File: src/rtl/pic_command_sequencer_pkg.sv
// pic_pkg: shared types for the 8259 write-side command sequencer.
// Holds the init state enum, OCW2 command codes, field bit positions
// and the packed configuration bundle held by the sequencer.
package pic_pkg;

    typedef enum logic [2:0] {
        UNINIT,
        ICW2,
        ICW3,
        ICW4,
        READY
    } pic_state_t;

    // OCW2 {R,SL,EOI} command codes
    localparam logic [2:0] ROT_AEOI_CLR = 3'b000;
    localparam logic [2:0] NS_EOI       = 3'b001;
    localparam logic [2:0] SP_EOI       = 3'b011;
    localparam logic [2:0] ROT_AEOI_SET = 3'b100;
    localparam logic [2:0] ROT_NS_EOI   = 3'b101;
    localparam logic [2:0] SET_PRIO     = 3'b110;
    localparam logic [2:0] ROT_SP_EOI   = 3'b111;

    // ICW1 fields
    localparam int unsigned ICW1_IC4  = 0;
    localparam int unsigned ICW1_SNGL = 1;
    localparam int unsigned ICW1_LTIM = 3;
    localparam int unsigned ICW1_SEL  = 4;

    // ICW4 fields
    localparam int unsigned ICW4_UPM  = 0;
    localparam int unsigned ICW4_AEOI = 1;
    localparam int unsigned ICW4_MS   = 2;
    localparam int unsigned ICW4_BUF  = 3;
    localparam int unsigned ICW4_SFNM = 4;

    // OCW2/OCW3 select and OCW3 fields
    localparam int unsigned OCW_SEL   = 3;
    localparam int unsigned OCW3_RIS  = 0;
    localparam int unsigned OCW3_RR   = 1;
    localparam int unsigned OCW3_P    = 2;
    localparam int unsigned OCW3_SMM  = 5;
    localparam int unsigned OCW3_ESMM = 6;

    typedef struct packed {
        logic       ltim;
        logic       sngl;
        logic       ic4;
        logic [4:0] vec_base;
        logic       upm;
        logic       aeoi;
        logic       ms;
        logic       buf_mode;
        logic       sfnm;
        logic [7:0] imr;
        logic       rotate_aeoi;
        logic       smm;
        logic       read_isr;
        logic       eoi_valid;
        logic [2:0] eoi_cmd;
        logic [2:0] eoi_level;
        logic       poll_req;
    } pic_cfg_t;

endpackage

File: src/rtl/pic_command_sequencer_write_strobe.sv
// pic_write_strobe: registers wr, captures a0/din while wr is high and
// flags the commit edge (trailing edge of the write: wr_q=1, wr=0).
// Ports: clk, reset (async high), wr, a0, din in;
//        commit, wr_a0, wr_din out (captured write, valid with commit).
module pic_write_strobe (
    input  logic       clk,
    input  logic       reset,
    input  logic       wr,
    input  logic       a0,
    input  logic [7:0] din,
    output logic       commit,
    output logic       wr_a0,
    output logic [7:0] wr_din
);

    logic wr_q;

    always_ff @(posedge clk or posedge reset) begin
        if (reset) begin
            wr_q   <= 1'b0;
            wr_a0  <= 1'b0;
            wr_din <= 8'h00;
        end else begin
            wr_q <= wr;
            if (wr) begin
                wr_a0  <= a0;
                wr_din <= din;
            end
        end
    end

    // A write held high never commits; only its falling edge does.
    assign commit = wr_q & ~wr;

endmodule

File: src/rtl/pic_command_sequencer.sv
// pic_command_sequencer: 8259 write-side control. Runs ICW1..ICW4 init
// then decodes OCW1/2/3, holding all programmed configuration.
// Ports: clk, reset, wr, a0, din in; init_done, ICW fields, imr,
// rotate_aeoi, eoi_valid/cmd/level, smm, read_isr, poll_req out.
// Macro PIC_CASCADE_EN: enables the ICW3 state and icw3 register.
import pic_pkg::*;

module pic_command_sequencer #(
    parameter logic [7:0] IMR_INIT  = 8'h00,
    parameter logic [4:0] VEC_RESET = 5'h00
) (
    input  logic       clk,
    input  logic       reset,
    input  logic       wr,
    input  logic       a0,
    input  logic [7:0] din,
    output logic       init_done,
    output logic       ltim,
    output logic       sngl,
    output logic [4:0] vec_base,
    output logic [7:0] icw3,
    output logic       aeoi,
    output logic       ms,
    output logic       buf_mode,
    output logic       sfnm,
    output logic       upm,
    output logic [7:0] imr,
    output logic       rotate_aeoi,
    output logic       eoi_valid,
    output logic [2:0] eoi_cmd,
    output logic [2:0] eoi_level,
    output logic       smm,
    output logic       read_isr,
    output logic       poll_req
);

    logic       commit;
    logic       wa0;
    logic [7:0] wdin;

    pic_state_t state, state_n;
    pic_cfg_t   cfg, cfg_n;

    function automatic pic_cfg_t cfg_reset();
        pic_cfg_t c;
        c          = '0;
        c.imr      = IMR_INIT;
        c.vec_base = VEC_RESET;
        return c;
    endfunction

    pic_write_strobe u_strobe (
        .clk    (clk),
        .reset  (reset),
        .wr     (wr),
        .a0     (a0),
        .din    (din),
        .commit (commit),
        .wr_a0  (wa0),
        .wr_din (wdin)
    );

`ifdef PIC_CASCADE_EN
    logic [7:0] icw3_q, icw3_n;

    always_ff @(posedge clk or posedge reset) begin
        if (reset) icw3_q <= 8'h00;
        else       icw3_q <= icw3_n;
    end

    assign icw3 = icw3_q;
`else
    assign icw3 = 8'h00;
`endif

    always_ff @(posedge clk or posedge reset) begin
        if (reset) begin
            state <= UNINIT;
            cfg   <= cfg_reset();
        end else begin
            state <= state_n;
            cfg   <= cfg_n;
        end
    end

    always_comb begin
        state_n         = state;
        cfg_n           = cfg;
        cfg_n.eoi_valid = 1'b0;
        cfg_n.poll_req  = 1'b0;
`ifdef PIC_CASCADE_EN
        icw3_n          = icw3_q;
`endif
        if (commit) begin
            if (!wa0 && wdin[ICW1_SEL]) begin
                // ICW1 restarts init from any state
                cfg_n.ltim        = wdin[ICW1_LTIM];
                cfg_n.sngl        = wdin[ICW1_SNGL];
                cfg_n.ic4         = wdin[ICW1_IC4];
                cfg_n.imr         = IMR_INIT;
                cfg_n.smm         = 1'b0;
                cfg_n.read_isr    = 1'b0;
                cfg_n.rotate_aeoi = 1'b0;
                cfg_n.upm         = 1'b0;
                cfg_n.aeoi        = 1'b0;
                cfg_n.ms          = 1'b0;
                cfg_n.buf_mode    = 1'b0;
                cfg_n.sfnm        = 1'b0;
                state_n           = ICW2;
            end else begin
                case (state)
                    ICW2: if (wa0) begin
                        cfg_n.vec_base = wdin[7:3];
`ifdef PIC_CASCADE_EN
                        if (!cfg.sngl)
                            state_n = ICW3;
                        else
                            state_n = cfg.ic4 ? ICW4 : READY;
`else
                        state_n = cfg.ic4 ? ICW4 : READY;
`endif
                    end
`ifdef PIC_CASCADE_EN
                    ICW3: if (wa0) begin
                        icw3_n  = wdin;
                        state_n = cfg.ic4 ? ICW4 : READY;
                    end
`endif
                    ICW4: if (wa0) begin
                        cfg_n.upm      = wdin[ICW4_UPM];
                        cfg_n.aeoi     = wdin[ICW4_AEOI];
                        cfg_n.ms       = wdin[ICW4_MS];
                        cfg_n.buf_mode = wdin[ICW4_BUF];
                        cfg_n.sfnm     = wdin[ICW4_SFNM];
                        state_n        = READY;
                    end
                    READY: begin
                        unique case (1'b1)
                            wa0: cfg_n.imr = wdin;
                            (!wa0 && !wdin[OCW_SEL]): begin
                                cfg_n.eoi_valid = 1'b1;
                                cfg_n.eoi_cmd   = wdin[7:5];
                                cfg_n.eoi_level = wdin[2:0];
                                if (wdin[7:5] == ROT_AEOI_SET)
                                    cfg_n.rotate_aeoi = 1'b1;
                                else if (wdin[7:5] == ROT_AEOI_CLR)
                                    cfg_n.rotate_aeoi = 1'b0;
                            end
                            (!wa0 && wdin[OCW_SEL]): begin
                                if (wdin[OCW3_ESMM])
                                    cfg_n.smm = wdin[OCW3_SMM];
                                if (wdin[OCW3_RR])
                                    cfg_n.read_isr = wdin[OCW3_RIS];
                                cfg_n.poll_req = wdin[OCW3_P];
                            end
                        endcase
                    end
                    default: ;
                endcase
            end
        end
    end

    assign init_done   = (state == READY);
    assign ltim        = cfg.ltim;
    assign sngl        = cfg.sngl;
    assign vec_base    = cfg.vec_base;
    assign aeoi        = cfg.aeoi;
    assign ms          = cfg.ms;
    assign buf_mode    = cfg.buf_mode;
    assign sfnm        = cfg.sfnm;
    assign upm         = cfg.upm;
    assign imr         = cfg.imr;
    assign rotate_aeoi = cfg.rotate_aeoi;
    assign eoi_valid   = cfg.eoi_valid;
    assign eoi_cmd     = cfg.eoi_cmd;
    assign eoi_level   = cfg.eoi_level;
    assign smm         = cfg.smm;
    assign read_isr    = cfg.read_isr;
    assign poll_req    = cfg.poll_req;

endmodule

File: config.mk
export PLATFORM = sky130hd
export DESIGN_NAME = pic_command_sequencer
export DESIGN_NICKNAME = d
export VERILOG_FILES = /design/src/rtl/pic_command_sequencer_pkg.sv /design/src/rtl/pic_command_sequencer_write_strobe.sv /design/src/rtl/pic_command_sequencer.sv
export SDC_FILE = /design/constraint.sdc
export NUM_CORES = 1
export LEC_CHECK = 0
export CAP_MARGIN = 25
export CORE_ASPECT_RATIO = 0.6
export CORE_MARGIN = 3
export CORE_UTILIZATION = 50
export DETAILED_ROUTE_END_ITERATION = 10
export DONT_BUFFER_PORTS = 1
export SLEW_MARGIN = 25
export SYNTH_ARGS = -nofsm -noshare
export SYNTH_HDL_FRONTEND = slang
export SYNTH_HIERARCHICAL = 1
export SYNTH_SLANG_ARGS = --single-unit
File: constraint.sdc
create_clock -name clk -period 2.2 [get_ports clk]
set_clock_uncertainty 0.1 [all_clocks]
set_input_delay 0.66 -clock clk [delete_from_list [all_inputs] [get_ports clk]]
set_output_delay 0.66 -clock clk [all_outputs]
set_load 0.1 [all_outputs]
==> impl_table.tex <==
\begin{tabular}{lr}
\hline
Metric & Value \\
\hline
\multicolumn{2}{l}{\textbf{Hold path}} \\
\quad Worst min path class & input port to asynchronous set/reset pin \\
\multicolumn{2}{l}{\textbf{Synth}} \\
\quad Post-synthesis cell area & 2201 µm² \\
\quad Number of enable flip-flop cells after synthesis & 0 \\
\quad Mean Syn Cell Area & 11.64 µm² \\
\quad Area share of the largest cell type after synthesis & 0.5117 \\
\quad Ys async rst share & 1.000 \\
\quad Yosys Warn Count & 6 \\
\quad Largest cells by area after synthesis & sky130\_fd\_sc\_hd\_\_dfrtp\_1 51\%, sky130\_fd\_sc\_hd\_\_mux2\_4 10\%, sky130\_fd\_sc\_hd\_\_buf\_4 9.6\%, sky130\_fd\_sc\_hd\_\_nand2\_1 3.4\%, sky130\_fd\_sc\_hd\_\_mux2i\_1 3.2\% \\
\quad Number of standard cells after synthesis & 189 \\
\quad Sequential-to-total area share from yosys stat & 0.5117 \\
\quad Area leader, netlist & sky130\_fd\_sc\_hd\_\_dfrtp\_1 \\
\quad Post-synthesis sequential element count & 45 \\
\quad Post-synth top flop & sky130\_fd\_sc\_hd\_\_dfrtp\_1 \\
\quad Synth cell count leaders & 45 x sky130\_fd\_sc\_hd\_\_dfrtp\_1, 28 x sky130\_fd\_sc\_hd\_\_buf\_4, 20 x sky130\_fd\_sc\_hd\_\_nand2\_1, 15 x sky130\_fd\_sc\_hd\_\_mux2\_4, 13 x sky130\_fd\_sc\_hd\_\_o21ai\_0 \\
\quad Dominant cell by count in the synthesized netlist & sky130\_fd\_sc\_hd\_\_dfrtp\_1 \\
\quad Netlist cell types & 33 \\
\multicolumn{2}{l}{\textbf{Routing}} \\
\quad Number of remaining DRC errors & 0 \\
\quad DRC marker count from the first detailed-route iteration & 70 \\
\quad First drt pass iteration count & 4 \\
\quad Total length of routed wires & 4.291 mm \\
\quad Post-detailed-route wirelength per cell & 16.89 µm \\
\quad Detailed-route via count & 1,347 \\
\quad Via density & 5.303 \\
\quad Post-route antenna net violation count & 0 \\
\multicolumn{2}{l}{\textbf{STA}} \\
\quad Setup TNS Final & 0 ps \\
\quad Top achievable clock speed & 480.4 MHz \\
\quad Final hold violation count & 0 \\
\quad Worst slew slack as a fraction of its limit & 0.3849 \\
\quad Final max-slew violation count & 0 \\
\quad Worst slew pin tran & 922.7 ps \\
\quad Number of failing setup endpoints in the final timing report & 0 \\
\quad Portion of the clock cycle consumed by the worst path in the final layout & 0.9461 \\
\quad Final period demand of the worst path & 2081 ps \\
\quad Setup repair after global routing missed its margin & false \\
\multicolumn{2}{l}{\textbf{Setup path}} \\
\quad Beginning of the worst register-to-register path & state[1] \\
\quad Sort of element at the end of the critical path & primary output \\
\quad Data required time of the critical path & 1440 ps \\
\quad Critical-path cell with the highest stage delay & sky130\_fd\_sc\_hd\_\_dfrtp\_1 \\
\quad Slack of the worst reg-to-reg path & 390 ps \\
\quad Highest net fanout along the worst path & 7 \\
\quad Reg2reg path depth & 3 \\
\quad Endpoint of the most critical register-to-register path & eoi\_level[0] \\
\quad Arrival time at the worst endpoint & 1320 ps \\
\quad Delay of the slowest cell on the worst path & 500 ps \\
\quad Startpoint kind of the worst setup timing path & flip-flop \\
\quad Worst-path cell chain & nor3b\_4 > buf\_12 \\
\quad Category of the most critical setup path & flip-flop to primary output \\
\multicolumn{2}{l}{\textbf{Die}} \\
\quad Floorplan core area & 3935 µm² \\
\quad Die ar. & 5260 µm² \\
\quad Top Ports & 52 \\
\quad Initial standard-cell utilization of the core & 0.5593 \\
\quad Chip Width & 91.65 µm \\
\quad Chip Height & 57.39 µm \\
\quad Core Rows & 17 \\
\multicolumn{2}{l}{\textbf{Clock tree}} \\
\quad \# H-tree levels & 2 \\
\quad Clock latency reported for the late side of the worst-skew pair & 290 ps \\
\quad Clock Root Buffer & sky130\_fd\_sc\_hd\_\_clkbuf\_8 \\
\quad Number of buffers created by CTS & 5 \\
\quad TritonCTS clock tree & done \\
\quad Clock sink count & 45 \\
\quad Clock-pin transition on the worst setup and hold timing paths & 80 ps \\
\quad Buffer depth of the longest clock path & 2 \\
\quad Number of hold buffers added after cts & 0 \\
\multicolumn{2}{l}{\textbf{Power and ir drop}} \\
\quad Peak supply drop & 734.4 µV \\
\quad Power density of the placed cells & 1537 nW/µm² \\
\quad Static power due to leakage & 1.209 nW \\
\quad Total Power Consumption & 3.677 mW \\
\multicolumn{2}{l}{\textbf{Layout}} \\
\quad Final core utilization & 0.6079 \\
\quad Post-layout nets & 208 \\
\quad Share of layout cells above drive strength 1 & 0.3147 \\
\quad Layout overhead on the synthesized area & 8.698\% \\
\quad Fill cell instance count of the final layout & 309 \\
\quad Number of diodes added for antenna fixing & 0 \\
\quad Area of all sequential standard cells & 1126 µm² \\
\quad Area occupied by multi-input gates & 814.5 µm² \\
\quad Cell Count, Final, Fillers Out & 254 \\
\multicolumn{2}{l}{\textbf{Global routing}} \\
\quad First-pass GRT wire length & 7.003 mm \\
\quad Remaining global-route overflow & 0 \\
\quad GRT Util Overall & 0.1767 \\
\quad Antenna violations before repair & 0 \\
\quad Number of global-route vias before repair & 1,364 \\
\quad Maximum number of pins on one net before global-route repair & 36 \\
\multicolumn{2}{l}{\textbf{Outcome}} \\
\quad Run status & completed \\
\multicolumn{2}{l}{\textbf{Run}} \\
\quad Number of max-cap violations & 0 \\
\multicolumn{2}{l}{\textbf{Placed design}} \\
\quad Placer Congestion & 0.8283 \\
\quad Number of placed instances with taps included & 245 \\
\quad Number of port buffers & 0 \\
\quad DP Wirelength & 3.167 mm \\
\hline
\end{tabular}
-- flip-flops by register name, indices dropped and copies added (netlist names), 3 cells and up --
| signal | count |
|---|---|
| imr | 8 |
| u_strobe/wr_din | 8 |
| vec_base | 5 |
| state | 3 |
| eoi_level | 3 |
| eoi_cmd | 3 |
-- final cells by class --
cell class	count	area share
Clock inverter	1	0.01255
Tap cell	57	0.02981
Sequential cell	45	0.4707
Inverter	9	0.01412
Timing Repair Buffer	29	0.09623
Multi-Input combinational cell	106	0.3405
Clock buffer	7	0.03609
-- placed cells by master, fill, tap and decap left out, drive strengths merged, types with 2 or more instances in the layout --
cell and instances:
o21ai 13, nand2 20, conb 8, mux2 20
nand2b 2, nor2 2, mux2i 7, nand3b 3
inv 9, nand3 10, nand4b 3, nor3b 3
dfrtp 45, or4 3, clkbuf 7, buf 29
-- metrics by stage --
step                worst slack [ps]  cell area [µm²]  hold slack, ps
floorplan                     -107.0             2251           371.7
global placement               144.7             2268           402.6
detailed placement             121.3             2268           417.8
CTS                            4.439             2385           129.1
global route                   46.00             2392           148.8
finish                         118.6             2392           127.1
-- kinds of logic after synthesis --
| group | Yosys count | synth area share |
|---|---|---|
| flip-flops | 45 | 0.5117 |
| buffers and inverters | 45 | 0.1353 |
| other | 1 | 0.001704 |
| AO/OA/AOI/OAI | 19 | 0.05003 |
| AND/OR/NAND/NOR | 52 | 0.1416 |
| multiplexers | 27 | 0.1598 |
-- worst max path at each step --
| stage | from | endpoint | slack (ps) | depth (start not counted) |
|---|---|---|---|---|
| global placement | wr | eoi_cmd[2] | 140 | 4 |
| global route | state[1] | init_done | 50 | 2 |
| finish | state[2] | init_done | 120 | 2 |
| detailed placement | wr | eoi_level[1] | 120 | 4 |
| CTS | state[2] | init_done | 4 | 2 |
| floorplan | wr | eoi_cmd[0] | -110 | 7 |
-- report_power, final --
part           internal [mW]  total, mW  switching, mW
registers               1.02       1.70          0.685
clock network          0.370      0.639          0.268
logic                  0.361       1.34          0.976
-- critical path: cells and delay by family, from the launching register on --
kind | cells | cell delay, ps
DFF | 1 | 500
and+or+nand+nor | 1 | 310
buffers and inverters | 1 | 210
-- metal layers --
| layer | vias up | track usage | share of wire |
|---|---|---|---|
| met1 | 673 | 0.2202 | 0.45 |
| met4 | 0 | 0.09013 | 0.019 |
| li1 | 619 | - | - |
| met5 | - | 0 | 0 |
| met3 | 9 | 0.05665 | 0.070 |
| met2 | 46 | 0.2793 | 0.46 |
-- timing repair --
item,in CTS,in global routing
setup endpoints to repair,0,1
gates resized for setup,0,0
buffers inserted,0,1
Power figures use the tool's default switching activity.
